[config.mk]
export PLATFORM = sky130hd
export DESIGN_NAME = reg_dest_decoder_5_32
export DESIGN_NICKNAME = d
export VERILOG_FILES = /design/src/rtl/reg_dest_decoder_5_32.sv
export SDC_FILE = /design/constraint.sdc
export NUM_CORES = 1
export LEC_CHECK = 0
export BUFFER_PORTS_ARGS = -buffer_cell sky130_fd_sc_hd__buf_2
export CAP_MARGIN = 20
export CORE_MARGIN = 2
export CORE_UTILIZATION = 25
export DETAILED_ROUTE_END_ITERATION = 10
export PLACE_DENSITY = 0.48
export SLEW_MARGIN = 20
export SYNTH_ARGS = -nofsm -noshare
export SYNTH_HDL_FRONTEND = slang
export SYNTH_SLANG_ARGS = --single-unit
[constraint.sdc]
create_clock -name clk -period 2.3 [get_ports clk]
set_input_delay 0.46 -clock clk [delete_from_list [all_inputs] [get_ports clk]]
set_output_delay 0.46 -clock clk [all_outputs]
set_load 0.01 [all_outputs]
[src/rtl/reg_dest_decoder_5_32.sv]
// Registered 5:32 destination-register decoder with valid/ready handshakes on both sides.
// A two-deep buffer (output stage + skid stage) absorbs register-file stalls without losing writes.
module reg_dest_decoder_5_32 #(
    parameter bit R0_DROP = 1'b1,
    parameter int CNT_W   = 8
) (
    input  logic             clk,
    input  logic             rst_n,
    input  logic             in_valid,
    output logic             in_ready,
    input  logic [4:0]       in_code,
    input  logic             in_en,
    output logic             out_valid,
    input  logic             out_ready,
    output logic [31:0]      out_onehot,
    output logic [4:0]       out_code,
    input  logic             mask_clr,
    output logic [31:0]      written_mask,
    output logic [CNT_W-1:0] drop_cnt
);

    logic             o_valid_r;
    logic [31:0]      o_onehot_r;
    logic [4:0]       o_code_r;
    logic             s_valid_r;
    logic [31:0]      s_onehot_r;
    logic [4:0]       s_code_r;
    logic [31:0]      mask_r;
    logic [CNT_W-1:0] drop_cnt_r;

    logic             o_valid_nx_s;
    logic [31:0]      o_onehot_nx_s;
    logic [4:0]       o_code_nx_s;
    logic             s_valid_nx_s;
    logic [31:0]      s_onehot_nx_s;
    logic [4:0]       s_code_nx_s;
    logic [31:0]      mask_nx_s;
    logic [CNT_W-1:0] drop_cnt_nx_s;

    logic             accept_s;
    logic             drop_s;
    logic             store_s;
    logic             fire_s;
    logic             o_free_s;
    logic [31:0]      dec_s;

    function automatic logic [31:0] decode(input logic en, input logic [4:0] code);
        logic [31:0] oh;
        if (en) begin
            oh = 32'h0000_0001 << code;
        end else begin
            oh = 32'h0000_0000;
        end
        return oh;
    endfunction

    // Handshake qualification, buffer steering, sticky mask and drop counter next-state.
    always_comb begin
        accept_s = in_valid & ~s_valid_r;
        dec_s    = decode(in_en, in_code);
        drop_s   = accept_s & in_en & (in_code == 5'd0) & R0_DROP;
        store_s  = accept_s & ~drop_s;
        fire_s   = o_valid_r & out_ready;
        o_free_s = ~o_valid_r | fire_s;

        o_valid_nx_s  = o_valid_r;
        o_onehot_nx_s = o_onehot_r;
        o_code_nx_s   = o_code_r;
        s_valid_nx_s  = s_valid_r;
        s_onehot_nx_s = s_onehot_r;
        s_code_nx_s   = s_code_r;

        if (o_free_s) begin
            if (s_valid_r) begin
                // Skid entry is older than any new request, so it moves up first.
                o_valid_nx_s  = 1'b1;
                o_onehot_nx_s = s_onehot_r;
                o_code_nx_s   = s_code_r;
                s_valid_nx_s  = store_s;
                s_onehot_nx_s = store_s ? dec_s : 32'h0000_0000;
                s_code_nx_s   = store_s ? in_code : 5'd0;
            end else begin
                o_valid_nx_s  = store_s;
                o_onehot_nx_s = store_s ? dec_s : 32'h0000_0000;
                o_code_nx_s   = store_s ? in_code : 5'd0;
            end
        end else begin
            if (store_s) begin
                s_valid_nx_s  = 1'b1;
                s_onehot_nx_s = dec_s;
                s_code_nx_s   = in_code;
            end else begin
                s_valid_nx_s  = s_valid_r;
            end
        end

        mask_nx_s = (mask_clr ? 32'h0000_0000 : mask_r) | (fire_s ? o_onehot_r : 32'h0000_0000);

        if (drop_s && !(&drop_cnt_r)) begin
            drop_cnt_nx_s = drop_cnt_r + CNT_W'(1);
        end else begin
            drop_cnt_nx_s = drop_cnt_r;
        end
    end

    // State registers; reset discards both buffered entries at once.
    always_ff @(posedge clk or negedge rst_n) begin
        if (!rst_n) begin
            o_valid_r  <= 1'b0;
            o_onehot_r <= 32'h0000_0000;
            o_code_r   <= 5'd0;
            s_valid_r  <= 1'b0;
            s_onehot_r <= 32'h0000_0000;
            s_code_r   <= 5'd0;
            mask_r     <= 32'h0000_0000;
            drop_cnt_r <= '0;
        end else begin
            o_valid_r  <= o_valid_nx_s;
            o_onehot_r <= o_onehot_nx_s;
            o_code_r   <= o_code_nx_s;
            s_valid_r  <= s_valid_nx_s;
            s_onehot_r <= s_onehot_nx_s;
            s_code_r   <= s_code_nx_s;
            mask_r     <= mask_nx_s;
            drop_cnt_r <= drop_cnt_nx_s;
        end
    end

    assign in_ready     = ~s_valid_r;
    assign out_valid    = o_valid_r;
    assign out_onehot   = o_onehot_r;
    assign out_code     = o_code_r;
    assign written_mask = mask_r;
    assign drop_cnt     = drop_cnt_r;

endmodule
======== Yosys cells after proc, flatten, opt, wreduce, memory -nomap -nowiden ========
Index checks and enable logic that the tools add are counted.
Widths: inputs -> output; s select.
word-level totals
  bits in registers ....................... 116
  input bits .............................. 11
  output and inout port bits .............. 79
  word-level logic and storage cells ...... 44
operators by class
  $add $sub $neg .......................... 1
  equal/unequal tests ..................... 1
  shift-type cells ........................ 1
  mux-type cells .......................... 17
  bitwise operators ....................... 10
  reductions and logical operators ........ 6
operator list
  kind                  count
  $mux 32               8
  $or 32x32->32         1
  $shl 1x5->32 const A  1
  $mux 5                5
  $add 8x1->8 const B   1
  $reduce_and 8->1      1
  $and 1x1->1           5
  $logic_not 5->1       1
  $mux 1                4
  $not 1->1             3
  $ne 2x2->1 const B    1
  $reduce_and 2->1      1
  $reduce_bool 2->1     1
  $logic_and 1x1->1     1
  $logic_not 1->1       1
  $or 1x1->1            1

======== Logic depth before layout (Yosys ltp) ========
Gate-level depths: netlist of run 1.
  depth after elaboration ................. 9
  gate-level depth with buffers ........... 6
  depth with buffers taken out ............ 5

======== Worst setup path before layout of run 1 ========
Ideal clock, no wire load.
  path kind ............................... input to register
  start point ............................. input in_code[3]
  end point ............................... register s_onehot_r[12]
  setup time .............................. 0.079 ns
  arrival time ............................ 1.563 ns
  required time ........................... 2.221 ns
  setup slack ............................. 0.658 ns
  stages on the path ...................... 6
  path buffers ............................ 2
  cells stage by stage .................... buf_2 nor4b_4 a211oi_1 a21oi_2 buf_4 o2bb2ai_1
between the ends
  word-level cells in the longest chain between the ends .. 7
  elaborated cells between the ends (all ways) .. 12
  those cells by class .................... shift: 1; mux: 5; bitwise: 3; reduce/logical: 3
ends and longest elaborated chain
  item                  RTL line  RTL
  start, declared       11        input logic [4:0] in_code,
  $logic_not 5->1       61        drop_s = accept_s & in_en & (in_code == 5'd0) & R0_DROP;
  $and 1x1->1           61
  $not 1->1             62        store_s = accept_s & ~drop_s;
  $and 1x1->1           62
  $mux 32               80        s_onehot_nx_s = store_s ? dec_s : 32'h0000_0000;
  $mux 32               74        if (s_valid_r) begin
  $mux 32               73        if (o_free_s) begin
  end signal, assigned  122       s_onehot_r <= s_onehot_nx_s;
  end, declared         26        logic [31:0] s_onehot_r;
Several ways; a longest one is shown, not always the timed one. The select of a mux whose other input is x is not followed.
A chain may end at the register's enable or synchronous reset.

======== Final worst setup path of run 1 ========
  start point ............................. register o_valid_r (netlist: out_valid)
  end point ............................... register s_onehot_r[20]
between the ends
  word-level cells in the longest chain between the ends .. 4
  elaborated cells between the ends (all ways) .. 7
  those cells by class .................... eq/ne: 1; mux: 1; bitwise: 3; reduce/logical: 2
ends and longest elaborated chain
  item                                                              RTL line  RTL
  start, declared                                                   22        logic o_valid_r;
  start signal, assigned                                            118       o_valid_r <= o_valid_nx_s;
  $and 1x1->1 / $not 1->1 (equally long branches)                   63, 64
  $or 1x1->1 (*)                                                    64        o_free_s = ~o_valid_r | fire_s;
  $ne 2x2->1 (no line) / $reduce_bool 2->1 (equally long branches)  n/a
  $reduce_and 2->1 (no line)                                        n/a
Mark *: on every way between the ends. The rest lies on a longest branch, timed or not.

==> results of run 1 <==
Yosys cell counts:
cell	number
sky130_fd_sc_hd__nor3_1	3
sky130_fd_sc_hd__inv_1	35
sky130_fd_sc_hd__nor2_1	62
sky130_fd_sc_hd__nand2b_1	4
sky130_fd_sc_hd__or3_1	3
sky130_fd_sc_hd__clkbuf_1	18
sky130_fd_sc_hd__nand3b_1	2
sky130_fd_sc_hd__a21oi_2	1
sky130_fd_sc_hd__a31oi_1	2
sky130_fd_sc_hd__nand4_1	2
sky130_fd_sc_hd__nor2_2	1
sky130_fd_sc_hd__buf_4	3
sky130_fd_sc_hd__a21oi_1	12
sky130_fd_sc_hd__and3_1	1
sky130_fd_sc_hd__buf_1	4
sky130_fd_sc_hd__dfrtp_1	116
sky130_fd_sc_hd__buf_2	5
sky130_fd_sc_hd__and2_1	3
sky130_fd_sc_hd__a32oi_1	4
sky130_fd_sc_hd__xor2_1	5
sky130_fd_sc_hd__nor3_2	2
sky130_fd_sc_hd__mux2_2	1
sky130_fd_sc_hd__o21ai_0	44
sky130_fd_sc_hd__nand4b_1	1
sky130_fd_sc_hd__ha_1	1
sky130_fd_sc_hd__o21a_1	7
sky130_fd_sc_hd__a221oi_1	23
sky130_fd_sc_hd__or4_1	1
sky130_fd_sc_hd__xnor2_1	2
sky130_fd_sc_hd__nand3_1	9
sky130_fd_sc_hd__nor2b_1	3
sky130_fd_sc_hd__nor4_1	2
sky130_fd_sc_hd__and3b_1	1
sky130_fd_sc_hd__o2111ai_4	1
sky130_fd_sc_hd__a21o_1	1
sky130_fd_sc_hd__nor4b_4	1
sky130_fd_sc_hd__nand2_1	61
sky130_fd_sc_hd__nor4_2	1
sky130_fd_sc_hd__o2bb2ai_1	31
sky130_fd_sc_hd__a211oi_1	1
sky130_fd_sc_hd__nor3b_1	1
per-stage QoR:
stage / hold WS (ns) / instances
floorplan: 0.164 / 481
CTS: 0.363 / 855
finish: 0.379 / 855
global route: 0.410 / 855
global placement: 0.418 / 824
detailed placement: 0.424 / 824
layer usage:
| layer | global-route usage | vias to the layer above | wire (µm) |
|---|---|---|---|
| met4 | 0.0511 | 0 | 290 |
| met1 | 0.190 | 1917 | 6350 |
| li1 | - | 1865 | - |
| met2 | 0.202 | 168 | 6000 |
| met5 | 0 | - | 0 |
| met3 | 0.0487 | 22 | 972 |
layout make-up:
cell class,instances,share of cell area
inverters,35,0.0208
multi-input cells,300,0.276
flip-flops and latches,116,0.460
clock inverters,4,0.0151
repair buffers,109,0.0971
well taps,265,0.0525
clock buffers,26,0.0791
worst max-delay path by stage:
stage | slack (ns) | to | cells after the start | start
floorplan | 0.66 | s_onehot_r[12] | 6 | in_code[3]
global placement | 0.1 | s_onehot_r[0] | 6 | in_en
detailed placement | 0.05 | s_onehot_r[0] | 6 | in_en
CTS | 0.25 | s_onehot_r[0] | 5 | s_valid_r
global route | 0.17 | s_onehot_r[1] | 5 | out_valid
finish | 0.35 | s_onehot_r[20] | 5 | out_valid
where the power goes:
group	leakage, nW	switching [mW]	internal (mW)
Combinational	1.11	0.490	0.272
Clock	0.290	0.878	1.81
Sequential	1.54	0.123	2.23
Total	2.94	1.49	4.30
cells by family (layout without fill, tap and decap cells):
family / Yosys count / after routing / synth area share
AO/OA/AOI/OAI: 127 / 127 / 0.184
XOR/XNOR: 7 / 7 / 0.0125
adder cells (fa/ha/maj): 1 / 1 / 0.00255
buffers and inverters: 65 / 174 / 0.0534
flip-flops: 116 / 116 / 0.593
multiplexers: 1 / 1 / 0.00230
AND/OR/NAND/NOR: 164 / 164 / 0.152
state kept, by name, summed over array words and instances, names as in the netlist:
name and cells:
out_onehot 32, s_onehot_r 32, written_mask 32, drop_cnt 8
out_code 5, s_code_r 5, out_valid 1, s_valid_r 1
worst register-to-register path, delay by kind of cell (launching register included):
kind	cells	cell delay, ns
and+or+nand+nor	3	0.80
buffers and inverters	1	0.47
DFF	1	0.42
AOI/OAI and AO/OA	1	0.13
==> out/qor_table.md, run 1 <==
| Parameter | Reported | Unit |
| --- | --- | --- |
| Endpoint of the worst hold path | s_valid_r | - |
| Layout overhead on the synthesized area | 28.9 | % |
| Initial antenna violation count | 0 | - |
| Slew Viols, Final | 0 | - |
| Number of primary I/O pins | 90 | - |
| PnR worst setup slack | 0.353 | ns |
| Data arrival time of the critical path | 2.23 | ns |
| Leakage power figure | 2.94 | nW |
| Final-layout fill cell count | 2009 | - |
| Worst Reg2Reg Path Length in Cells | 5 | - |
| Tightest Pin Transition | 0.682 | ns |
| Post-CTS Setup Inserts | 0 | - |
| Cell type group with the largest total delay on the critical path | simple AND/OR/NAND/NOR gates | - |
| Number of buffers inserted during clock tree synthesis | 17 | - |
| Effective utilization at floorplan | 0.253 | - |
| Unrepaired setup endpoints after global routing | no | - |
| Final setup violation count | 0 | - |
| Critical Path Slowest Stage Cell | sky130_fd_sc_hd__buf_4 | - |
| Dominant cell type by area after synthesis | sky130_fd_sc_hd__dfrtp_1 | - |
| Count of input and output buffers | 89 | - |
| Antenna Cells | 0 | - |
| Leading cell type in the layout, fill and taps excluded | sky130_fd_sc_hd__dfrtp_1 | - |
| Highest cell delay on the worst timing path | 0.47 | ns |
| Number of buffers inserted for hold repair after clock tree synthesis | 1 | - |
| Number of clock sinks seen by CTS | 116 | - |
| Final cell utilization of the core | 0.327 | - |
| Number of distinct library cells after synthesis | 41 | - |
| Number of global-route vias before repair | 3852 | - |
| Clock root buffer master | sky130_fd_sc_hd__clkbuf_16 | - |
| Shortest clock period the worst path allows after layout | 1.95 | ns |
| Gr usage total | 0.139 | - |
| Setup slack at placement | 0.0499 | ns |
| Worst-case register-to-register setup slack | 0.35 | ns |
| Max IR drop VDD | 0.000400 | V |
| Summed instance area of the synthesized netlist | 4900 | µm² |
| Routability congestion estimate | 0.816 | - |
| Final Instance Area | 6310 | µm² |
| Status | completed | - |
| Wire length of the first global-routing pass | 21600 | µm |
| Core footprint | 19300 | µm² |
| Vias per cell | 4.65 | - |
| Maximum clock rate | 514 | MHz |
| Drt wl/cell | 15.9 | µm |
| Worst-Skew Late Latency | 0.41 | ns |
| Total iterations of the first detailed-routing run | 5 | - |
| Max-cap violations | 0 | - |
| Worst hold path type | in -> reg | - |
| CTS tree | built | - |
| Pin count of the biggest net entering global routing | 54 | - |
| Most frequent CP cell | sky130_fd_sc_hd__nand2_1 | - |
| Sum of net half-perimeters after detailed placement | 9420 | µm |
| Final #Nets | 591 | - |
| Total buffers and inverters traversed by the critical path | 1 | - |
| Terminus of the critical flop-to-flop path | s_onehot_r[20] | - |
| Required time at the worst-slack endpoint | 2.59 | ns |
| Max-Slew Margin vs Limit | 0.544 | - |
| Syn nets | 493 | - |
| Type of element launching the critical path | flip-flop | - |
| Worst-path fanout max | 47 | - |
| Seq/Total Area, Yosys | 0.593 | - |
| Mapped Cells | 481 | - |
| Wire length reported by the detailed router | 13600 | µm |
| Die Ht | 144 | µm |
| FF+latch area | 2900 | µm² |
| Count of routing violations after the opening detailed-route iteration | 267 | - |
| Clock edge transition at the registers on the reported setup and hold paths | 0.06 | ns |
| Flop and latch count out of synthesis | 116 | - |
| Layout cell share with drive strength beyond 1 | 0.242 | - |
| Top library cells by usage in the layout, fill and taps aside | sky130_fd_sc_hd__dfrtp_1, sky130_fd_sc_hd__buf_2, sky130_fd_sc_hd__nor2_1 | - |
| Critical path endpoint category | flip-flop | - |
| Startpoint of the most critical register-to-register path | out_valid | - |
| Chip Width | 144 | µm |
| Overall power after layout | 5.79 | mW |
| Instance area after placement | 5700 | µm² |
| Total number of vias | 3972 | - |
| Core Rows | 51 | - |
| Cell chain of the critical path | nand2b_1 -> buf_4 -> nand2_1 -> nand2_1 -> o2bb2ai_1 | - |
| Power density over cell area | 918 | nW/µm² |
| Floorplan die area | 20700 | µm² |
| Resize count post-CTS | 0 | - |
| Final-layout setup total negative slack | 0 | ns |
| Largest cells by area after synthesis | sky130_fd_sc_hd__dfrtp_1, sky130_fd_sc_hd__o2bb2ai_1, sky130_fd_sc_hd__nor2_1, sky130_fd_sc_hd__nand2_1, sky130_fd_sc_hd__o21ai_0 | - |
| H-tree depth | 4 | - |
| Synth top area share | 0.593 | - |
| Synthesized area per cell | 10.2 | µm² |
| Max clock buf depth | 2 | - |
| Final Skew | 0.0104 | ns |
| Global route total overflow | 0 | - |
| DRT antenna net count | 0 | - |
| Area of the multi-input gates | 1740 | µm² |
| Critical path type | reg -> reg | - |
| Final period util | 0.847 | - |
| Worst hold path cell count | 3 | - |
| Count of warnings emitted by yosys | 0 | - |
| Start point of the worst hold path | in_valid | - |
| Post-route DRC | 0 | - |
| Count of final hold-check violations | 0 | - |
Note: power is estimated with default switching activity, not from simulation.
==> run 2, diff against run 1 <==
Settings changed: PLACE_DENSITY 0.48 to 0.5.
Clock period 2.3 ns to 1.6 ns, I/O delays scaled along.
==> out/qor_table.md, run 2 (synthesized netlist as in run 1, its figures left out) <==
| Parameter | Reported | Unit | Change |
| --- | --- | --- | --- |
| Status | complete, but fails checks | - |  |
| Violated checks | negative setup slack | - |  |
| Terminus of the critical flop-to-flop path | s_onehot_r[21] | - |  |
| Global route total overflow | 0 | - | unchanged |
| Layout overhead on the synthesized area | 41.0 | % |  |
| Layout cell share with drive strength beyond 1 | 0.348 | - | +0.106 |
| Post-route non-filler standard cell count | 901 | - | +5.4% |
| Unrepaired setup endpoints after global routing | yes | - |  |
| Leakage power figure | 3.20 | nW | +9.0% |
| Final-layout fill cell count | 1955 | - | -2.7% |
| Routability congestion estimate | 0.840 | - | +3.0% |
| Number of buffers inserted during clock tree synthesis | 17 | - | unchanged |
| H-tree depth | 4 | - | unchanged |
| Pin count of the biggest net entering global routing | 52 | - | -3.7% |
| Floorplan die area | 20700 | µm² | unchanged |
| Final period util | 1.00 | - | +0.158 |
| Type of element launching the critical path | flip-flop | - |  |
| Worst Reg2Reg Path Length in Cells | 5 | - | unchanged |
| Critical path endpoint category | flip-flop | - |  |
| Worst hold path type | in -> reg | - |  |
| Wire length of the first global-routing pass | 22300 | µm | +3.0% |
| PnR worst setup slack | -0.00709 | ns | -0.360 ns |
| Leading cell type in the layout, fill and taps excluded | sky130_fd_sc_hd__dfrtp_1 | - |  |
| Number of primary I/O pins | 90 | - | unchanged |
| Maximum clock rate | 622 | MHz | +21% |
| Final-layout setup total negative slack | -0.00709 | ns | -0.00709 ns |
| Number of global-route vias before repair | 4132 | - | +7.3% |
| Final setup violation count | 1 | - | +1 |
| Vias per cell | 4.60 | - | -1.0% |
| Endpoint of the worst hold path | s_code_r[0] | - |  |
| Shortest clock period the worst path allows after layout | 1.61 | ns | -0.340 ns |
| Count of input and output buffers | 89 | - | unchanged |
| Initial antenna violation count | 0 | - | unchanged |
| Setup slack at placement | -0.0689 | ns | -0.119 ns |
| Number of clock sinks seen by CTS | 116 | - | unchanged |
| Die Ht | 144 | µm | unchanged |
| CTS tree | built | - |  |
| Final Instance Area | 6900 | µm² | +9.3% |
| Total iterations of the first detailed-routing run | 4 | - | -1 |
| Max IR drop VDD | 0.000682 | V | +71% |
| Startpoint of the most critical register-to-register path | s_valid_r | - |  |
| Effective utilization at floorplan | 0.253 | - | unchanged |
| Total instance count after detailed placement | 859 | - | +4.2% |
| DRT antenna net count | 0 | - | unchanged |
| Start point of the worst hold path | in_code[0] | - |  |
| Drt wl/cell | 15.8 | µm | -0.84% |
| Clock edge transition at the registers on the reported setup and hold paths | 0.06 | ns | about the same |
| Core footprint | 19300 | µm² | unchanged |
| Data arrival time of the critical path | 1.95 | ns | -0.28 ns |
| Post-route DRC | 0 | - | unchanged |
| Wire length reported by the detailed router | 14200 | µm | +4.5% |
| Worst hold path cell count | 3 | - | unchanged |
| Instance area after placement | 5990 | µm² | +5.0% |
| Sum of net half-perimeters after detailed placement | 9770 | µm | +3.8% |
| Critical path type | reg -> reg | - |  |
| Required time at the worst-slack endpoint | 1.94 | ns | -0.65 ns |
| Final #Nets | 634 | - | +7.3% |
| Count of final hold-check violations | 0 | - | unchanged |
| Tightest Pin Transition | 0.570 | ns | -0.112 ns |
| Gr usage total | 0.141 | - | +0.00240 |
| Chip Width | 144 | µm | unchanged |
| Power density over cell area | 1260 | nW/µm² | +38% |
| Slew Viols, Final | 0 | - | unchanged |
| Total number of vias | 4142 | - | +4.3% |
| Clock root buffer master | sky130_fd_sc_hd__clkbuf_16 | - |  |
| Max-Slew Margin vs Limit | 0.619 | - | +0.0749 |
| Worst-Skew Late Latency | 0.42 | ns | about the same |
| Top library cells by usage in the layout, fill and taps aside | sky130_fd_sc_hd__dfrtp_1, sky130_fd_sc_hd__buf_2, sky130_fd_sc_hd__nand2_1, sky130_fd_sc_hd__nor2_1, sky130_fd_sc_hd__buf_4 | - |  |
| Count of routing violations after the opening detailed-route iteration | 268 | - | +0.37% |
| Core Rows | 51 | - | unchanged |
| Final Skew | 0.00796 | ns | -0.00241 ns |
| Worst-case register-to-register setup slack | -0.007 | ns | -0.36 ns |
| Worst-path fanout max | 6 | - | -87% |
| Max clock buf depth | 2 | - | unchanged |
| Max-cap violations | 0 | - | unchanged |
| Critical path startpoint | s_valid_r | - |  |
run 2: changes by cell type in the layout (fill, tap and decap cells not counted), moves of 5 or more:
cell,before,now
sky130_fd_sc_hd__clkbuf_1,5,0
sky130_fd_sc_hd__a221oi_1,23,14
sky130_fd_sc_hd__buf_4,19,55
sky130_fd_sc_hd__a221oi_2,0,8
sky130_fd_sc_hd__buf_6,0,5
sky130_fd_sc_hd__clkinvlp_4,0,7
run 2: power by group:
| group | leakage (nW) | internal, mW | switching [mW] |
|---|---|---|---|
| logic | 1.38 | 0.516 | 0.766 |
| clock network | 0.284 | 2.61 | 1.46 |
| registers | 1.54 | 3.20 | 0.173 |
run 2: worst max-delay path by stage:
stage / to / cells past startpoint
2_1_floorplan: drop_cnt[1] / 4
3_3_place_gp: s_onehot_r[0] / 6
3_5_place_dp: s_onehot_r[17] / 5
4_1_cts: in_ready / 4
5_1_grt: s_onehot_r[21] / 5
6_report: s_onehot_r[21] / 5
run 2: cell type report:
type / instances / area (µm²) / area share
Tap cell: 265 / 332 / 0.0480
Clock buffer: 17 / 425 / 0.0616
Timing Repair Buffer: 152 / 990 / 0.143
Clock inverter: 15 / 208 / 0.0301
Sequential cell: 116 / 2900 / 0.421
Antenna cell: 1 / 2.50 / 0.000363
Inverter: 35 / 134 / 0.0194
Multi-Input combinational cell: 300 / 1910 / 0.276
run 2: stage by stage:
step	power, mW	util	hold slack [ns]
2_1_floorplan	3.99	-	0.0244
3_3_place_gp	4.60	0.310	0.251
3_5_place_dp	4.63	0.310	0.257
4_1_cts	8.77	0.345	0.204
5_1_grt	9.15	0.357	0.236
6_report	8.72	0.357	0.230
run 2: worst max-delay path, stage by stage, from the launching register on:
cell,delay [ns]
sky130_fd_sc_hd__dfrtp_2,0.46
sky130_fd_sc_hd__buf_6,0.14
sky130_fd_sc_hd__nand3b_1,0.24
sky130_fd_sc_hd__buf_4,0.19
sky130_fd_sc_hd__or3_4,0.34
sky130_fd_sc_hd__o2bb2ai_2,0.15
run 2: what timing repair did:
action / 4_1_cts / 5_1_grt
buffers inserted: 2 / 6
gates resized for setup: 6 / 39
hold buffers: 1 / 0
pin swaps: 1 / 6
hold endpoints to repair: 20 / 0
endpoints found under the setup margin: 39 / 56
run 2: per-layer routing:
| metal | track usage | vias up | share of wire |
|---|---|---|---|
| met3 | 0.0457 | 14 | 0.052 |
| met5 | 0 | - | 0 |
| li1 | - | 1949 | - |
| met4 | 0.0418 | 0 | 0.011 |
| met2 | 0.213 | 101 | 0.47 |
| met1 | 0.194 | 2078 | 0.46 |
